### src/rtl/fix2flt_pkg.sv
`default_nettype none
// ============================================================================
// Module      : fix2flt_pkg
// Description : Shared constants and FSM state encoding for the sequential
//               sign-magnitude fixed-point to IEEE half-precision converter.
// Revision    : 1.0 - initial release
// ============================================================================
package fix2flt_pkg;

  // Half-precision exponent bias
  localparam int FLT_BIAS = 15;
  // Fractional bits of the fixed-point input (LSB weight 2^-8)
  localparam int FIX_FRAC = 8;
  // Width of the fixed-point magnitude field
  localparam int MAG_W    = 15;
  // Width of the half-precision mantissa field
  localparam int MAN_W    = 10;
  // Width of the half-precision exponent field
  localparam int EXP_W    = 5;
  // Width of the normalisation shift counter
  localparam int CNT_W    = 4;

  typedef enum logic [3:0] {
    ST_IDLE  = 4'd0,
    ST_RD_LO = 4'd1,
    ST_RD_HI = 4'd2,
    ST_CAP   = 4'd3,
    ST_NORM  = 4'd4,
    ST_ROUND = 4'd5,
    ST_WR_LO = 4'd6,
    ST_WR_HI = 4'd7,
    ST_DONE  = 4'd8
  } state_t;

endpackage
`default_nettype wire

### src/rtl/fix2flt_round.sv
`default_nettype none
// ============================================================================
// Module      : fix2flt_round
// Description : Combinational round-to-nearest-even of a truncated mantissa,
//               with mantissa carry folded into the exponent.
// Revision    : 1.0 - initial release
// ============================================================================
module fix2flt_round
  import fix2flt_pkg::*;
(
  input  logic [MAN_W-1:0] mant,
  input  logic             guard,
  input  logic             sticky,
  input  logic [EXP_W-1:0] exp,
  output logic [MAN_W-1:0] mant_r,
  output logic [EXP_W-1:0] exp_r
);

  logic             w_inc;
  logic [MAN_W:0]   w_sum;

  // Round up above the halfway point, or exactly at it when the LSB is odd
  assign w_inc = guard & (sticky | mant[0]);
  assign w_sum = {1'b0, mant} + {{MAN_W{1'b0}}, w_inc};

  // A carry out of the mantissa renormalises to 1.0 x 2^(exp+1)
  always_comb begin
    mant_r = w_sum[MAN_W-1:0];
    exp_r  = exp;
    if (w_sum[MAN_W]) begin
      mant_r = '0;
      exp_r  = exp + EXP_W'(1);
    end
  end

endmodule
`default_nettype wire

### src/rtl/fix2flt_seq.sv
`default_nettype none
// ============================================================================
// Module      : fix2flt_seq
// Description : Memory-mapped sequencer that reads a 16-bit sign-magnitude
//               fixed-point word (8 fractional bits), normalises it one bit
//               per cycle, rounds to nearest-even and writes back an IEEE
//               half-precision result, then pulses done.
// Revision    : 1.0 - initial release
// ============================================================================
module fix2flt_seq
  import fix2flt_pkg::*;
#(
  parameter logic [7:0] IN_ADDR  = 8'd0,
  parameter logic [7:0] OUT_ADDR = 8'd4
) (
  input  logic       clk,
  input  logic       reset,
  input  logic       start,
  output logic       done,
  output logic [7:0] dm_addr,
  output logic       dm_rd,
  output logic       dm_wr,
  output logic [7:0] dm_wdata,
  input  logic [7:0] dm_rdata
);

  // Exponent of a magnitude whose leading one sits in bit MAG_W-1 with no shift
  localparam logic [EXP_W-1:0] c_EXP_TOP = EXP_W'(FLT_BIAS + MAG_W - 1 - FIX_FRAC);

  state_t             r_state;
  logic               r_start_q;
  logic [7:0]         r_lo;
  logic               r_sign;
  logic [MAG_W-1:0]   r_mag;
  logic [CNT_W-1:0]   r_s;
  logic [7:0]         r_res_hi;

  logic [EXP_W-1:0]   w_exp;
  logic [MAN_W-1:0]   w_mant;
  logic               w_guard;
  logic               w_sticky;
  logic [MAN_W-1:0]   w_mant_r;
  logic [EXP_W-1:0]   w_exp_r;
  logic [15:0]        w_result;
  logic               w_mag_zero;

  // Field extraction from the normalised magnitude; bit MAG_W-1 is the hidden one
  assign w_mag_zero = (r_mag == '0);
  assign w_exp      = c_EXP_TOP - {1'b0, r_s};
  assign w_mant     = r_mag[13:4];
  assign w_guard    = r_mag[3];
  assign w_sticky   = |r_mag[2:0];

  fix2flt_round u_round (
    .mant   (w_mant),
    .guard  (w_guard),
    .sticky (w_sticky),
    .exp    (w_exp),
    .mant_r (w_mant_r),
    .exp_r  (w_exp_r)
  );

  // Zero magnitude bypasses rounding and keeps its sign
  assign w_result = w_mag_zero ? {r_sign, 15'h0} : {r_sign, w_exp_r, w_mant_r};

  // Sequencer: state, datapath and registered memory-bus outputs for the next state
  always_ff @(posedge clk or negedge reset) begin
    if (!reset) begin
      r_state   <= ST_IDLE;
      r_start_q <= 1'b0;
      r_lo      <= '0;
      r_sign    <= 1'b0;
      r_mag     <= '0;
      r_s       <= '0;
      r_res_hi  <= '0;
      done      <= 1'b0;
      dm_addr   <= '0;
      dm_rd     <= 1'b0;
      dm_wr     <= 1'b0;
      dm_wdata  <= '0;
    end else begin
      r_start_q <= start;
      done      <= 1'b0;
      dm_addr   <= '0;
      dm_rd     <= 1'b0;
      dm_wr     <= 1'b0;
      dm_wdata  <= '0;
      case (r_state)
        ST_IDLE: begin
          // Requests are falling edges of start, seen only here
          if (r_start_q && !start) begin
            r_state <= ST_RD_LO;
            r_mag   <= '0;
            r_s     <= '0;
            dm_rd   <= 1'b1;
            dm_addr <= IN_ADDR;
          end
        end
        ST_RD_LO: begin
          r_state <= ST_RD_HI;
          dm_rd   <= 1'b1;
          dm_addr <= IN_ADDR + 8'd1;
        end
        ST_RD_HI: begin
          r_lo    <= dm_rdata;
          r_state <= ST_CAP;
        end
        ST_CAP: begin
          r_sign  <= dm_rdata[7];
          r_mag   <= {dm_rdata[6:0], r_lo};
          r_state <= ST_NORM;
        end
        ST_NORM: begin
          if (r_mag[MAG_W-1] || w_mag_zero) begin
            r_state <= ST_ROUND;
          end else begin
            r_mag <= {r_mag[MAG_W-2:0], 1'b0};
            r_s   <= r_s + CNT_W'(1);
          end
        end
        ST_ROUND: begin
          r_res_hi <= w_result[15:8];
          r_state  <= ST_WR_LO;
          dm_wr    <= 1'b1;
          dm_addr  <= OUT_ADDR;
          dm_wdata <= w_result[7:0];
        end
        ST_WR_LO: begin
          r_state  <= ST_WR_HI;
          dm_wr    <= 1'b1;
          dm_addr  <= OUT_ADDR + 8'd1;
          dm_wdata <= r_res_hi;
        end
        ST_WR_HI: begin
          r_state <= ST_DONE;
          done    <= 1'b1;
        end
        ST_DONE: begin
          r_state <= ST_IDLE;
        end
        default: begin
          r_state <= ST_IDLE;
        end
      endcase
    end
  end

endmodule
`default_nettype wire

### config.mk
export PLATFORM = sky130hd
export DESIGN_NAME = fix2flt_seq
export DESIGN_NICKNAME = d
export VERILOG_FILES = /design/src/rtl/fix2flt_pkg.sv /design/src/rtl/fix2flt_round.sv /design/src/rtl/fix2flt_seq.sv
export SDC_FILE = /design/constraint.sdc
export NUM_CORES = 1
export LEC_CHECK = 0
export CELL_PAD_IN_SITES_DETAIL_PLACEMENT = 0
export CELL_PAD_IN_SITES_GLOBAL_PLACEMENT = 1
export CORE_UTILIZATION = 35
export CTS_BUF_LIST = sky130_fd_sc_hd__clkbuf_8
export CTS_CLUSTER_SIZE = 14
export DETAILED_ROUTE_END_ITERATION = 6
export DONT_BUFFER_PORTS = 1
export PLACE_DENSITY = 0.6
export SLEW_MARGIN = 20
export SYNTH_ARGS = -nofsm -noshare
export SYNTH_HDL_FRONTEND = slang
export SYNTH_SLANG_ARGS = --single-unit
### constraint.sdc
create_clock -name clk -period 3.1 [get_ports clk]
set_input_delay 0.93 -clock clk [delete_from_list [all_inputs] [get_ports clk]]
set_output_delay 0.93 -clock clk [all_outputs]
set_load 0.02 [all_outputs]
==> summary.md <==
| Metric | Value |
|---|---|
| Outcome | completed |
| Final Hold Fails | 0 |
| Max stage delay on crit path | 0.37 ns |
| Crit path DAT | 2.53 ns |
| Global Route Usage Sum | 0.151 |
| Die Y | 90.5 um |
| Final min period | between 2 and 2.5 ns |
| Worst-Margin Slew | 0.712 ns |
| Post-CTS Hold Buffers | 0 |
| Pwr/cell area | just over 900 nW/um^2 |
| Root buffer cell | clkbuf_8 |
| Routability Congestion | roughly 0.7 |
| Setup crit end | r_mag[3] |
| Critical Path End Type | flip-flop |
| Final period util | 0.752 |
| Synth Register Bits | 53 |
| CORE AREA | 7410 sq um |
| Setup Skew | 0.00522 ns |
| Clock sink count | 53 |
| Largest net degree at the start of global routing | 54 |
| Sequential fraction of the synthesis area | 0.483 |
| Vias per std cell | 5.30 |
| DR WL/cell | 16.3 um |
| F_max | 429 MHz |
| Max_cap viols | 0 |
| Reg2Reg Setup Slack | 0.78 ns |
| DR vias | 1843 |
| Area Growth Syn to Fin | 5.56% |
| Antenna-violating nets left | 0 |
| Final setup viols | 0 |
| Total placed cells including tap cells | 340 |
| Crit Reg-Reg Endpoint | r_mag[3] |
| Htree depth | 2 |
| Initial DRC Count | between 70 and 80 |
| Slowest CP cell | mux2_2 |
| Initial antenna violation count | 0 |
| Die Wd | around 90 um |
| Top-Level Pins | 30 |
| Reg clk slew, reported paths | roughly 0.10 ns |
| First-pass GRT wire length | 9.85 mm |
| Layout Cells excl Fill | 348 |
| CP Class | in -> reg |
| Post-Syn Instances | roughly 250 |
| Leak | 1.25 nW |
| Initial Util | 0.370 |
| CTS tree | done |
| Grt ovf | 0 |
| Worst Setup SP | start |
| EDFF count, synth | 0 |
| Syn_area_per_cell | 10.9 sq um |
| Slew Viols, Final | 0 |
| Routed WL | approximately 5.7 mm |
| Clk_lat worst skew | 0.30 ns |
| RSZ-0062 raised after global routing | no |
| Post-CTS setup buffers | 0 |
| PortBufs | 0 |
| Layout cell share with drive strength beyond 1 | 0.157 |
| Startpoint types | input port |
| Ys Warns | 0 |
| Diode count | 0 |
| First-pass DRT Iterations | 4 |
| Worst Path Max Fanout | 15 |
| Die area | between 8000 and 9000 sq um |
| Cells along the critical path | or3b_1 -> a211o_1 -> a221oi_4 -> buf_4 -> mux2_2 |
| Vias in the first global route | 1873 |
| CTS Buf Count | 5 |
| Max Root-Sink Buffers | 2 |
| Worst flop-to-flop path startpoint | r_state[2] |
| Peak supply drop | 0.321 mV |
| Final #Nets | roughly 260 |
| Post-route DRC | 0 |
| Synth async-reset ratio | 1.00 |
| Synthesized cell area | 2740 sq um |
| Post-DP HPWL | just under 4 mm |
| Synth cell types | 48 |
| Rel. slew slack | 0.523 |
| Min-Delay Path Class | in -> async |
| Synth Flop Type | dfrtp_1 |
| FP Rows | 31 |
| Post-CTS resize count | 0 |
| Worst path required time | 3.30 ns |
| Setup TNS | 0 ns |
| Path depth of the worst reg2reg path | 5 |
==> flip-flops by register name (all words and copies together) (netlist names) <==
signal	cells
done	1
r_state	4
r_sign	1
r_lo	8
r_s	4
dm_rd	1
dm_addr	2
r_res_hi	8
r_start_q	1
r_mag	15
dm_wdata	8
==> critical path: cells and delay by family <==
| family | cells | cell delay (ns) |
|---|---|---|
| simple gates | 1 | 0.35 |
| mux | 1 | 0.37 |
| buf+inv | 1 | 0.30 |
| compound gates | 2 | 0.57 |
==> metal layers <==
metal | global-route usage | vias to the layer above | share of wire
met3 | 0.0303 | 2 | 0.034
li1 | - | 883 | -
met4 | 0.0363 | 0 | 0.0063
met5 | 0 | - | 0
met2 | 0.227 | 34 | 0.46
met1 | 0.221 | 924 | 0.50
==> kinds of logic (layout without fill, tap and decap cells) <==
logic type | after synthesis | after routing | share of synthesized area
compound gates | 51 | 51 | 0.134
xor+xnor | 13 | 13 | 0.0415
other cells | 1 | 6 | 0.00137
simple gates | 78 | 78 | 0.156
fa+ha+maj | 4 | 4 | 0.0182
flops | 53 | 53 | 0.483
buf+inv | 27 | 19 | 0.0515
mux | 25 | 25 | 0.114
==> cells in the final DEF (no fill, tap or decap), types with 5 or more instances in the layout <==
master / count
dfrtp_1: 53
nand2_1: 26
o21ai_0: 16
a22o_1: 14
mux2_2: 14
nor2_1: 11
mux2_4: 9
xor2_1: 8
nand3_1: 8
a21oi_1: 8
inv_1: 7
conb_1: 6
xnor2_1: 5
nor3_1: 5
nand4_1: 5
clkbuf_8: 5
==> worst min-delay path by stage <==
stage	depth (start not counted)	end	slack (ns)
after global routing	0	r_lo[7]	0.27
after detailed placement	2	r_mag[0]	0.47
after floorplan	2	r_res_hi[7]	0.43
after CTS	0	dm_addr[0]	0.29
after global placement	2	r_mag[0]	0.46
final	0	dm_wdata[4]	0.31
==> cell type report <==
cell class,instances,area [sq um]
Sequential cell,53,1330
Fill cell,727,4510
Inverter,7,26.3
Clock inverter,3,26.3
Timing Repair Buffer,4,30.0
Clock buffer,5,68.8
Tap cell,99,124
Multi-Input combinational cell,177,1290
==> metrics by stage <==
step / util / cell area [sq um] / setup slack [ns] / hold slack, ns / total power [mW]
2_1_floorplan: - / 2760 / 0.515 / 0.435 / 2.07
3_3_place_gp: 0.378 / 2800 / 0.450 / 0.461 / 2.29
3_5_place_dp: 0.378 / 2800 / 0.446 / 0.468 / 2.31
4_1_cts: 0.391 / 2900 / 0.775 / 0.290 / 2.73
5_1_grt: 0.391 / 2900 / 0.644 / 0.274 / 2.92
6_report: 0.391 / 2900 / 0.770 / 0.306 / 2.69
==> cells in the mapped netlist (all sizes together), types with 4 or more instances <==
library cell  count  area share
nor2             11       0.015
nor3              6       0.013
dfrtp            53        0.48
clkbuf            8       0.011
o21ai            16       0.029
nand3             8       0.015
a21oi             8       0.015
nand4             5       0.011
ha                4       0.018
xnor2             5       0.016
inv               7      0.0096
nand2            26       0.036
mux2             23        0.11
a22o             14       0.045
xor2              8       0.026
buf              12       0.031
==> power by group <==
group | internal [mW] | switching (mW) | leakage (nW) | total (mW)
Sequential | 0.912 | 0.330 | 0.695 | 1.24
Clock | 0.165 | 0.249 | 0.0423 | 0.414
Combinational | 0.502 | 0.537 | 0.517 | 1.04
Power figures use the tool's default switching activity.
